==> config.mk <==
export PLATFORM = sky130hd
export DESIGN_NAME = can_rx_fifo
export DESIGN_NICKNAME = d
export VERILOG_FILES = /design/src/rtl/can_rx_fifo.sv
export SDC_FILE = /design/constraint.sdc
export NUM_CORES = 1
export LEC_CHECK = 0
export CAP_MARGIN = 15
export CORE_MARGIN = 4
export CORE_UTILIZATION = 40
export CTS_CLUSTER_DIAMETER = 120
export CTS_CLUSTER_SIZE = 16
export DETAILED_ROUTE_END_ITERATION = 6
export GPL_ROUTABILITY_DRIVEN = 1
export GPL_TIMING_DRIVEN = 0
export MAX_ROUTING_LAYER = met4
export SKIP_CTS_REPAIR_TIMING = 1
export SLEW_MARGIN = 20
export SYNTH_ARGS = -nofsm -noshare
export SYNTH_HDL_FRONTEND = slang
export SYNTH_SLANG_ARGS = --single-unit
==> constraint.sdc <==
create_clock -name clk -period 17.1 [get_ports clk]
set_input_delay 3.42 -clock clk [delete_from_list [all_inputs] [get_ports clk]]
set_output_delay 3.42 -clock clk [all_outputs]
set_load 0.005 [all_outputs]
==> src/rtl/can_rx_fifo.sv <==
// CAN receive frame buffer: mask/code acceptance filter in front of a DEPTH-entry FWFT FIFO.
// Define CAN_RX_FIFO_TIMESTAMP_EN to timestamp each entry and expose rd_ts.
module can_rx_fifo #(
    parameter  int DEPTH = 4,
    localparam int LVL_W = $clog2(DEPTH) + 1
) (
    input  logic             clk,
    input  logic             rst,
    input  logic             rx_done,
    input  logic [10:0]      rx_id_std,
    input  logic [17:0]      rx_id_ext,
    input  logic             rx_ide,
    input  logic             rx_rtr,
    input  logic [3:0]       rx_dlc,
    input  logic [7:0]       rx_data [0:7],
    input  logic             filt_en,
    input  logic [28:0]      acc_code,
    input  logic [28:0]      acc_mask,
    output logic             rd_valid,
    input  logic             rd_ready,
    output logic [28:0]      rd_id,
    output logic             rd_ide,
    output logic             rd_rtr,
    output logic [3:0]       rd_dlc,
    output logic [63:0]      rd_data,
`ifdef CAN_RX_FIFO_TIMESTAMP_EN
    output logic [15:0]      rd_ts,
`endif
    output logic [LVL_W-1:0] level,
    output logic             rx_accept,
    output logic             overrun,
    output logic [7:0]       overrun_cnt
);

    localparam int PTR_W = $clog2(DEPTH);

    logic [PTR_W-1:0] r_wr_ptr;
    logic [PTR_W-1:0] r_rd_ptr;
    logic [LVL_W-1:0] r_level;
    logic             r_rx_accept;
    logic             r_overrun;
    logic [7:0]       r_overrun_cnt;

    logic [28:0]      r_mem_id   [DEPTH];
    logic             r_mem_ide  [DEPTH];
    logic             r_mem_rtr  [DEPTH];
    logic [3:0]       r_mem_dlc  [DEPTH];
    logic [63:0]      r_mem_data [DEPTH];

    logic [28:0]      w_id29;
    logic             w_accept;
    logic [3:0]       w_nbytes;
    logic [63:0]      w_data;
    logic             w_full;
    logic             w_rd_valid;
    logic             w_pop;
    logic             w_frame_ok;
    logic             w_push;
    logic             w_drop;

    // NOTE: every signal driven in always_comb gets a default first, so no path leaves it unassigned and infers a latch.
    always_comb begin
        w_data   = '0;
        w_id29   = rx_ide ? {rx_id_std, rx_id_ext} : {rx_id_std, 18'b0};
        w_accept = !filt_en || (((w_id29 ^ acc_code) & acc_mask) == 29'b0);
        if (rx_rtr) begin
            w_nbytes = 4'd0;
        end else if (rx_dlc > 4'd8) begin
            w_nbytes = 4'd8;
        end else begin
            w_nbytes = rx_dlc;
        end
        // Bytes beyond the payload length are zeroed so stale bus data never reaches the host.
        for (int i = 0; i < 8; i++) begin
            w_data[i*8 +: 8] = (4'(i) < w_nbytes) ? rx_data[i] : 8'h00;
        end
    end

    assign w_full     = (r_level == LVL_W'(DEPTH));
    assign w_rd_valid = (r_level != '0);
    assign w_pop      = w_rd_valid & rd_ready;
    assign w_frame_ok = rx_done & w_accept;
    // A pop in the same cycle frees the slot the push lands in, so a full FIFO still accepts.
    assign w_push     = w_frame_ok & (!w_full | w_pop);
    assign w_drop     = w_frame_ok & w_full & !w_pop;

    // NOTE: sequential state uses non-blocking assignments so every register samples pre-edge values.
    always_ff @(posedge clk) begin
        if (rst) begin
            r_wr_ptr      <= '0;
            r_rd_ptr      <= '0;
            r_level       <= '0;
            r_rx_accept   <= 1'b0;
            r_overrun     <= 1'b0;
            r_overrun_cnt <= 8'd0;
        end else begin
            if (w_push) begin
                r_wr_ptr <= r_wr_ptr + PTR_W'(1);
            end
            if (w_pop) begin
                r_rd_ptr <= r_rd_ptr + PTR_W'(1);
            end
            case ({w_push, w_pop})
                2'b10:   r_level <= r_level + LVL_W'(1);
                2'b01:   r_level <= r_level - LVL_W'(1);
                default: r_level <= r_level;
            endcase
            r_rx_accept <= w_push;
            r_overrun   <= w_drop;
            if (w_drop && (r_overrun_cnt != 8'hFF)) begin
                r_overrun_cnt <= r_overrun_cnt + 8'd1;
            end
        end
    end

    // NOTE: the frame storage has no reset; the pointers and level alone define which entries are live.
    always_ff @(posedge clk) begin
        if (w_push && !rst) begin
            r_mem_id[r_wr_ptr]   <= w_id29;
            r_mem_ide[r_wr_ptr]  <= rx_ide;
            r_mem_rtr[r_wr_ptr]  <= rx_rtr;
            r_mem_dlc[r_wr_ptr]  <= rx_dlc;
            r_mem_data[r_wr_ptr] <= w_data;
        end
    end

`ifdef CAN_RX_FIFO_TIMESTAMP_EN
    logic [15:0] r_ts_cnt;
    logic [15:0] r_mem_ts [DEPTH];

    always_ff @(posedge clk) begin
        if (rst) begin
            r_ts_cnt <= 16'd0;
        end else begin
            r_ts_cnt <= r_ts_cnt + 16'd1;
        end
    end

    always_ff @(posedge clk) begin
        if (w_push && !rst) begin
            r_mem_ts[r_wr_ptr] <= r_ts_cnt;
        end
    end

    assign rd_ts = w_rd_valid ? r_mem_ts[r_rd_ptr] : 16'd0;
`endif

    // Head fields are gated so an empty FIFO presents all-zero outputs.
    assign rd_valid    = w_rd_valid;
    assign rd_id       = w_rd_valid ? r_mem_id[r_rd_ptr]   : 29'd0;
    assign rd_ide      = w_rd_valid ? r_mem_ide[r_rd_ptr]  : 1'b0;
    assign rd_rtr      = w_rd_valid ? r_mem_rtr[r_rd_ptr]  : 1'b0;
    assign rd_dlc      = w_rd_valid ? r_mem_dlc[r_rd_ptr]  : 4'd0;
    assign rd_data     = w_rd_valid ? r_mem_data[r_rd_ptr] : 64'd0;
    assign level       = r_level;
    assign rx_accept   = r_rx_accept;
    assign overrun     = r_overrun;
    assign overrun_cnt = r_overrun_cnt;

endmodule
==> results.toml <==
[outcome]
outcome = "finished clean"

[critical_path]
max_stage_delay_ps = 740
critPathLaunchType = "register"
cp_max_fo = 10
slowest_stage = "buf_1"
arrival_ps = 3920
cp_num_buf_inv = 4
cp_cell_sequence = "clkbuf_1 -> buf_2 -> buf_1 -> mux4_2 -> and2_1 -> clkdlybuf4s50_1"
path_class = "reg -> out"
endpoint_kind = "output port"
critPathRequiredTime_ps = 13680
worst_path_dominant_cell_family = "buffers and inverters"

[cells_and_area]
nNetsFinal = 1416
layout_common_cells = "edfxtp_1, clkdlybuf4s50_1, and2_1"
fill_cells = 3540
final_common_cell = "edfxtp_1"
drive_above_1_share_pct = 13.6
multiInputGateArea_sq_um = 4680
regArea_sq_um = 12300
area_growth_pct = 25.7

[global_routing]
use_met3_pct = 2.63
grt_first_pass_wirelength_mm = 60.5
antenna_found_initial = 2
grt_use_met1_pct = 22.7
grt_max_degree = 43
busiest_layer = "met2"
overflow = 0
track_usage_pct = 17.4
grt_pass1_vias = 9913
grt_use_met2_pct = 29.5

[yosys]
async_flop_share_pct = 0
synth_top_cell_by_area = "edfxtp_1"
syn_inst = 935
yosysUniqueCellTypes = 59
synth_ff_type = "edfxtp_1"
syn_area_sq_um = 17200
synth_edf_count = 396
ys_ff_latch = 415
synth_nets = 1103
ys_warn_count = 0
yosysTopAreaCellShare_pct = 69.1
yosys-top-cells-area = "edfxtp_1, mux4_2, and2_1, dfxtp_1, xor2_1"
post_synth.cell_area_avg_sq_um = 18.4
synth-seq-area-share_pct = 71.3

[sta]
rsz0062_at_grt = "no"
drv_slew = 0
tightest_slew_ps = 928
setup_viol = 0
setup_tns_ps = 0
fmax_mhz = 136
hold_violations = 0
finClkSkew_ps = 13.9
finalCriticalPeriod_ps = 7340
layout_worst_path_cycle_share_pct = 42.9
maxSlewHeadroom_pct = 38.1

[detailed_routing]
vias_per_cell = 5.21
num_vias = 9372
avgRoutedWirePerCell_um = 22.0
drt-total-wl_mm = 39.6
postRouteAntennaNets = 0
drcViolationCount = 0
first_iter_violations = 658
firstDrtPassIters = 4

[placed_design]
gp_congestion = 0.768
hpwlAfterDp_mm = 26.8
port-buffer-count = 274

[clocking]
cts_inserted_buffers = 29
clockBufferDepth = 3
clk_latency_ps = 570
cts_root_buf = "clkbuf_16"
cts_tree = "yes"
clk_pin_slew_ps = 70
cts.sinks = 415
h-tree-depth = 1

[pwr]
ir_drop_v = 0.0000717
power.leakage_nw = 6.93
power.total_mw = 2.07
power.density_nw_per_um2 = 95.8

[run]
drv_cap = 0

[floorplanning]
die_y_um = 215
start_util_pct = 40.7
fp.dieArea_sq_um = 46400
dieWidth_um = 215
rows = 75
core_sq_um = 42200
io_pins = 275

[worst_hold_path]
hp-class = "reg -> reg"
[final cells by class]
class / instances / share of cell area, %
flip-flops and latches: 415 / 56.7
multi-input cells: 466 / 21.7
repair buffers: 282 / 13.7
clock buffers: 40 / 3.55
well taps: 539 / 3.12
plain buffers: 43 / 0.989
inverters: 11 / 0.191
clock inverters: 1 / 0.0405
diodes: 1 / 0.0116
[layer usage]
layer	part of all wire, %	wire length (um)	up-vias
li1	-	-	4283
met1	43	17200	4821
met2	50	19900	229
met3	4.8	1920	39
met4	1.7	664	0
met5	0	0	-
[kinds of logic after synthesis]
logic type / count (synthesis) / synth area share [%]
and+or+nand+nor: 285 / 10.1
AOI/OAI and AO/OA: 45 / 1.88
muxes: 111 / 13.7
adders and majority gates: 6 / 0.480
DFF: 415 / 71.3
xor gates and xnor gates: 19 / 0.967
buffers and inverters: 54 / 1.48
[path summary, 6_finish.rpt]
kind | from | depth (start not counted) | endpoint | slack [ps]
worst min-delay path | overrun_cnt[1]$_SDFFE_PP0P_ | 2 | overrun_cnt[1]$_SDFFE_PP0P_ | 520
worst min register to register | overrun_cnt[1]$_SDFFE_PP0P_ | 2 | overrun_cnt[1]$_SDFFE_PP0P_ | 520
worst max-delay path | register | 6 | rd_data[53] | 9760
worst max register to register | level[0]$_SDFFE_PP0P_ | 11 | level[1]$_SDFFE_PP0P_ | 13760
[registers in the layout, summed over array words and instances, names as in the netlist, 2 cells and up, named ones only]
signal       cells
r_mem_data     256
r_mem_id       116
r_mem_ide        4
r_rd_ptr         2
r_wr_ptr         2
r_mem_rtr        4
overrun_cnt      8
r_mem_dlc       16
level            3
[where the power goes]
part / total (mW) / leakage (nW) / switching (mW) / internal [mW]
combinational: 0.318 / 2.73 / 0.141 / 0.177
sequential: 1.13 / 3.82 / 0.00388 / 1.13
clock: 0.625 / 0.375 / 0.316 / 0.309
[through the flow]
stage / worst slack [ps] / hold WS, ps / instances / util, % / area (sq um)
final: 9760 / 517 / 1798 / 51.2 / 21600
after CTS: 9590 / 521 / 1797 / 51.2 / 21600
after detailed placement: 9090 / 507 / 1756 / 49.4 / 20800
after global placement: 5720 / 499 / 1748 / 48.8 / 20600
after floorplan: 9250 / 484 / 935 / - / 17200
after global routing: 9450 / 562 / 1798 / 51.2 / 21600
[worst min-delay path, stage by stage (launching register included)]
cell and delay, ps:
dfxtp_1 340, nand2b_1 80, mux2i_1 50
[synthesized netlist by cell type (2+ instances only)]
cell type,count
nor2b_1,5
a22oi_1,4
xor2_1,17
and2_1,181
a2111oi_2,4
nand3_1,7
mux2i_1,4
o21ai_1,4
a211oi_1,2
nand2b_1,2
nor3b_1,3
buf_1,10
o21ai_0,11
nor4_1,2
ha_1,5
mux4_2,99
edfxtp_1,396
clkbuf_8,2
nand4_1,2
nor2_1,19
clkbuf_1,25
a21oi_1,8
buf_6,3
inv_1,10
mux2_1,2
dfxtp_1,19
a31oi_1,2
nand2_1,22
xnor2_1,2
and3_1,4
nand4b_1,13
and2_4,4
nor3_1,11
mux2_2,6
No activity file was read; power rests on OpenSTA's default activity.
